==> config.mk <==
export PLATFORM = sky130hd
export DESIGN_NAME = seven_seg_scan
export DESIGN_NICKNAME = d
export VERILOG_FILES = /design/src/rtl/seven_seg_scan.sv
export SDC_FILE = /design/constraint.sdc
export NUM_CORES = 1
export LEC_CHECK = 0
export ABC_AREA = 1
export CORE_MARGIN = 1.5
export CORE_UTILIZATION = 40
export DETAILED_ROUTE_END_ITERATION = 10
export HOLD_SLACK_MARGIN = 0.06
export PLACE_DENSITY_LB_ADDON = 0.08
export SLEW_MARGIN = 15
export SYNTH_ARGS = -nofsm -noshare
export SYNTH_HDL_FRONTEND = slang
export SYNTH_SLANG_ARGS = --single-unit
==> constraint.sdc <==
create_clock -name FPGA_CLK -period 1.8 [get_ports FPGA_CLK]
set_clock_uncertainty 0.05 [all_clocks]
set_input_delay 0.18 -clock FPGA_CLK [delete_from_list [all_inputs] [get_ports FPGA_CLK]]
set_output_delay 0.18 -clock FPGA_CLK [all_outputs]
set_load 0.05 [all_outputs]
==> src/rtl/seven_seg_scan.sv <==
// seven_seg_scan: 4-digit time-multiplexed seven-segment driver with hex decode,
// per-digit blanking/DP, inter-digit dead time and frame-synchronous double buffering.
module seven_seg_scan #(
   parameter int REFRESH_DIV  = 50000,
   parameter int BLANK_CYCLES = 250
) (
   input  logic        FPGA_CLK,
   input  logic        RST_N,
   input  logic [15:0] DIGIT_DATA,
   input  logic [3:0]  DIGIT_EN,
   input  logic [3:0]  DP_IN,
   input  logic        LOAD,
   output logic        LOAD_ACK,
   output logic        FRAME_TICK,
   output logic        SVNSEG_DIG1,
   output logic        SVNSEG_DIG2,
   output logic        SVNSEG_DIG3,
   output logic        SVNSEG_DIG4,
   output logic        SVNSEG_SEG0,
   output logic        SVNSEG_SEG1,
   output logic        SVNSEG_SEG2,
   output logic        SVNSEG_SEG3,
   output logic        SVNSEG_SEG4,
   output logic        SVNSEG_SEG5,
   output logic        SVNSEG_SEG6,
   output logic        SVNSEG_SEG7
);
   localparam int CW = $clog2(REFRESH_DIV);
   logic [CW-1:0] cnt_q, cnt_d;
   logic [1:0]    slot_q, slot_d;
   // buffers packed as {data[15:0], en[3:0], dp[3:0]}
   logic [23:0]   disp_q, disp_d, pend_q, pend_d;
   logic          pend_vld_q, pend_vld_d;
   logic [3:0]    dig_q, dig_d;
   logic [7:0]    seg_q, seg_d;
   logic          ack_q, tick_q;
   logic          slot_end, frame_end, commit, drive;
   logic [3:0]    nib;
   logic [6:0]    dec;
   always_comb begin
      slot_end   = cnt_q == CW'(REFRESH_DIV - 1);
      frame_end  = slot_end && slot_q == 2'd3;
      commit     = frame_end && pend_vld_q;
      cnt_d      = slot_end ? '0 : cnt_q + 1'b1;
      slot_d     = slot_end ? slot_q + 2'd1 : slot_q;
      pend_d     = LOAD ? {DIGIT_DATA, DIGIT_EN, DP_IN} : pend_q;
      pend_vld_d = LOAD | (pend_vld_q & ~commit);
      disp_d     = commit ? pend_q : disp_q;
      nib        = disp_q[{~slot_q, 2'b00} + 5'd8 +: 4];
      drive      = cnt_q >= CW'(BLANK_CYCLES) && disp_q[{1'b1, ~slot_q}];
   end
   always_comb begin
      dec = 7'h00;
      case (nib)
         4'h0: dec = 7'h7E;
         4'h1: dec = 7'h30;
         4'h2: dec = 7'h6D;
         4'h3: dec = 7'h79;
         4'h4: dec = 7'h33;
         4'h5: dec = 7'h5B;
         4'h6: dec = 7'h5F;
         4'h7: dec = 7'h70;
         4'h8: dec = 7'h7F;
         4'h9: dec = 7'h7B;
         4'hA: dec = 7'h77;
         4'hB: dec = 7'h1F;
         4'hC: dec = 7'h4E;
         4'hD: dec = 7'h3D;
         4'hE: dec = 7'h4F;
         4'hF: dec = 7'h47;
         default: dec = 7'h00;
      endcase
      dig_d = drive ? ~(4'b1000 >> slot_q) : 4'hF;
      seg_d = drive ? {~disp_q[~slot_q], ~dec} : 8'hFF;
   end
   always_ff @(posedge FPGA_CLK or negedge RST_N) begin
      if (!RST_N) begin
         cnt_q      <= '0;
         slot_q     <= '0;
         disp_q     <= '0;
         pend_q     <= '0;
         pend_vld_q <= 1'b0;
         dig_q      <= 4'hF;
         seg_q      <= 8'hFF;
         ack_q      <= 1'b0;
         tick_q     <= 1'b0;
      end else begin
         cnt_q      <= cnt_d;
         slot_q     <= slot_d;
         disp_q     <= disp_d;
         pend_q     <= pend_d;
         pend_vld_q <= pend_vld_d;
         dig_q      <= dig_d;
         seg_q      <= seg_d;
         ack_q      <= commit;
         tick_q     <= frame_end;
      end
   end
   assign LOAD_ACK    = ack_q;
   assign FRAME_TICK  = tick_q;
   assign SVNSEG_DIG1 = dig_q[3];
   assign SVNSEG_DIG2 = dig_q[2];
   assign SVNSEG_DIG3 = dig_q[1];
   assign SVNSEG_DIG4 = dig_q[0];
   assign SVNSEG_SEG0 = seg_q[6];
   assign SVNSEG_SEG1 = seg_q[5];
   assign SVNSEG_SEG2 = seg_q[4];
   assign SVNSEG_SEG3 = seg_q[3];
   assign SVNSEG_SEG4 = seg_q[2];
   assign SVNSEG_SEG5 = seg_q[1];
   assign SVNSEG_SEG6 = seg_q[0];
   assign SVNSEG_SEG7 = seg_q[7];
endmodule

==> parameters.txt, run 1 <==
Parameter                              Value

Run status
  Result of the run    finished, final reports clean

GRT
  GRT Overall Usage    0.168
  Global-route wire length before repair    14400 um
  Residual overflow from global routing    0
  Initial antenna violation count    0
  Number of global-route vias before repair    3010
  Largest net degree at the start of global routing    58

Clock network
  CTS sink cnt    81
  Deepest clock path buffer count    2
  Num CTS Buffers    9
  Worst-Skew Late Latency    0.35 ns
  Cell at the root of the clock tree    clkbuf_8
  Clock transition at the registers of the reported paths    0.07 ns
  Total number of H-tree levels    3
  Clock tree from TritonCTS    yes

Power and ir drop
  Clk network pwr share    0.387
  Switching Fraction    0.215
  Net switching power    0.726 mW
  Part of the power in combinational logic    0.050
  Internal power consumption    2.66 mW
  Max VDD drop    0.402 mV
  Share of total power in sequential cells    0.563
  Power density cells    712 nW/um^2
  Leakage power    2.26 nW
  Pwr Total    3.38 mW

Setup path
  Critical path buffer and inverter count    1
  Setup slack on the worst flop-to-flop path    0.14 ns
  Largest stage delay on the critical path    0.79 ns
  Crit start category    flop
  CP Data Required Time    1.57 ns
  Cells on worst reg2reg path    6
  Kind of cell with the highest combined delay on the critical path    buffers and inverters
  Worst reg2reg endpoint    disp_q[0]
  Critical Path End Type    output port
  RR Startpoint    cnt_q[1]
  Cell at the slowest stage of the critical path    clkdlybuf4s50_1
  Critical Path Fanout Max    1
  Cells along the critical path    clkdlybuf4s50_1
  Endpoint arrival time on the critical path    1.47 ns
  Worst Setup Path Type    flop to output port

Floorplan
  IO Count    41
  Die Area    10700 um^2
  Vertical die dimension    104 um
  Horizontal die dimension    104 um
  Num rows    36
  Core area    9820 um^2
  Initial cell density of the core    0.413

Synth
  Mean instance size in the synthesized netlist    9.36 um^2
  Portion of synthesized cell area occupied by the leading cell type    0.426
  Net count after synthesis    472
  Seq cells post-synth    81
  Number of warning messages in the yosys log    0
  Number of standard cells after synthesis    433
  Primary FF master, synth    dfrtp_1
  Area contributors post-synth    dfrtp_1 43%, nand2_1 11%, dfstp_2 7.8%, mux2_2 6.7%, nand4_1 4.3%
  EDFF count, synth    0
  Synth async-reset ratio    1.00
  Cell type contributing the most total cell area after synthesis    dfrtp_1
  Cell area after synthesis    4050 um^2
  Top cell types by occurrence after synthesis    123 x nand2_1, 69 x dfrtp_1, 38 x nor2_1
  Count leader, synth    nand2_1
  Distinct cell type count after synthesis    31
  Sequential share of the synthesized area    0.504

Drt
  Detailed-route vias per instance    4.79
  Detailed-routing iteration count for the pre-antenna-repair pass    4
  Final WL    8100 um
  Total number of vias    2959
  DRC errors left    0
  Violation count after the first detailed-routing iteration    91
  Wirelength per Cell    13.1 um
  Residual antenna-violating net count after detailed routing    0

Timing
  Count of final hold-check violations    0
  Min Tclk post-route    1.70 ns
  Max-slew violation total from the final report    0
  Least-Margin Pin Slew    0.492 ns
  Setup WS post-layout    0.0970 ns
  Achievable frequency    0.587 GHz
  Final critical-path share of the clock period    0.946
  Worst-case headroom to the max-slew limit    0.671
  Unrepaired setup endpoints after global routing    yes
  Final setup violation count    0

Layout
  Net count of the finished layout    519
  Layout cell share with drive strength beyond 1    0.221
  Cell area after layout    4750 um^2
  Layout area overhead    17.3%
  Number of antenna diodes    0
  Non-filler cells, final    618
  Final core utilization    0.484

Place
  Placed cell count    601
  Post-Place Cell Area    4540 um^2
  Post-placement setup slack    0.0781 ns
  DP HPWL    5890 um
  Gpl congestion    0.881
  Port Buffer Count    40

Worst hold path
  Hold WC Path Type    input port to async pin

Job
  Reported max-cap violation count    0
==> repair_timing <==
action | 4_1_cts | 5_1_grt
endpoints found under the hold margin | 34 | 0
resized for setup | 0 | 6
setup endpoints to repair | 0 | 16
hold buffers | 1 | 0
setup buffers | 0 | 0
==> metrics by stage <==
stage / hold WS (ns) / TNS [ns]
6_report: 0.246 / 0
3_3_place_gp: 0.0613 / 0
2_1_floorplan: -0.166 / 0
3_5_place_dp: 0.0626 / 0
5_1_grt: 0.259 / -0.0453
4_1_cts: 0.230 / 0
==> placed cells by master (no fill, tap or decap), types with 2 or more instances in the layout <==
master / instances
o21ai_0: 5
dfrtp_2: 2
nand4_1: 28
nand2_2: 7
nor2_1: 38
inv_1: 30
dfrtp_1: 67
nor3_1: 2
clkdlybuf4s50_1: 27
buf_12: 3
buf_4: 21
inv_2: 5
nor2_2: 5
mux2_2: 24
clkinv_2: 2
ha_1: 11
clkbuf_1: 3
nor2_4: 2
xor2_1: 7
nand3_1: 28
nand3_2: 9
clkbuf_8: 10
dfstp_2: 12
o21bai_1: 2
nand2_1: 122
==> power groups by stage <==
stage / Sequential (mW) / Clock, mW / Combinational [mW]
after detailed placement: 1.94 / 0 / 0.173
after global routing: 1.91 / 1.45 / 0.189
after CTS: 1.90 / 1.37 / 0.176
after floorplan: 1.93 / 0 / 0.0660
final: 1.90 / 1.31 / 0.169
after global placement: 1.94 / 0 / 0.170
==> kinds of logic after synthesis <==
kind of cell,Yosys count,share of synthesized area
and+or+nand+nor,246,0.286
AOI/OAI and AO/OA,10,0.0145
buffers and inverters,53,0.0766
xor gates and xnor gates,7,0.0151
DFF,81,0.504
muxes,24,0.0667
adders and majority gates,12,0.0371
==> worst reg2reg max path, delay by kind of cell (launching register included) <==
family,cells,cell delay (ns)
adders and majority gates,1,0.22
DFF,1,0.40
and+or+nand+nor,5,0.88
==> how the worst max path moves through the flow <==
| stage | start | to | slack, ns | cells after the start |
|---|---|---|---|---|
| 2_1_floorplan | slot_q[0] | seg_q[3] | 0.18 | 11 |
| 3_3_place_gp | slot_q[1] | seg_q[3] | 0.09 | 9 |
| 3_5_place_dp | slot_q[1] | seg_q[3] | 0.08 | 9 |
| 4_1_cts | slot_q[1] | seg_q[3] | 0.05 | 9 |
| 5_1_grt | cnt_q[1] | disp_q[10] | -0.03 | 6 |
| 6_report | FRAME_TICK | FRAME_TICK | 0.1 | 1 |
==> cell type report <==
| cell class | instances | area (um^2) |
|---|---|---|
| clock buffers | 13 | 149 |
| clock inverters | 3 | 40.0 |
| fillers | 980 | 5070 |
| inverters | 36 | 135 |
| multi-input cells | 299 | 1710 |
| flip-flops and latches | 81 | 2040 |
| well taps | 133 | 166 |
| repair buffers | 53 | 509 |
==> layer usage <==
| metal | vias up | track usage | wire length, um |
|---|---|---|---|
| met1 | 1408 | 0.225 | 3870 |
| met4 | 0 | 0.0804 | 150 |
| met3 | 10 | 0.0277 | 213 |
| li1 | 1499 | - | - |
| met2 | 42 | 0.267 | 3870 |
| met5 | - | 0 | 0 |
==> flip-flops by register name, summed over array words and instances (netlist names) <==
signal,flops
FRAME_TICK,1
LOAD_ACK,1
cnt_q,16
dig_q,4
disp_q,24
pend_q,24
pend_vld_q,1
seg_q,8
slot_q,2
(Power assumes the default switching activity.)
==> run 2: changes to the inputs <==
Settings changed: ABC_CLOCK_PERIOD_IN_PS from default to 1800.
==> results of run 2 <==
The final DEF is identical to that of run 1; final timing and power are the same.
==> run 3: changes to the inputs <==
Settings changed: SLEW_MARGIN 15 to 20.
==> results of run 3 <==
The final DEF is identical to that of run 1; final timing and power are the same.
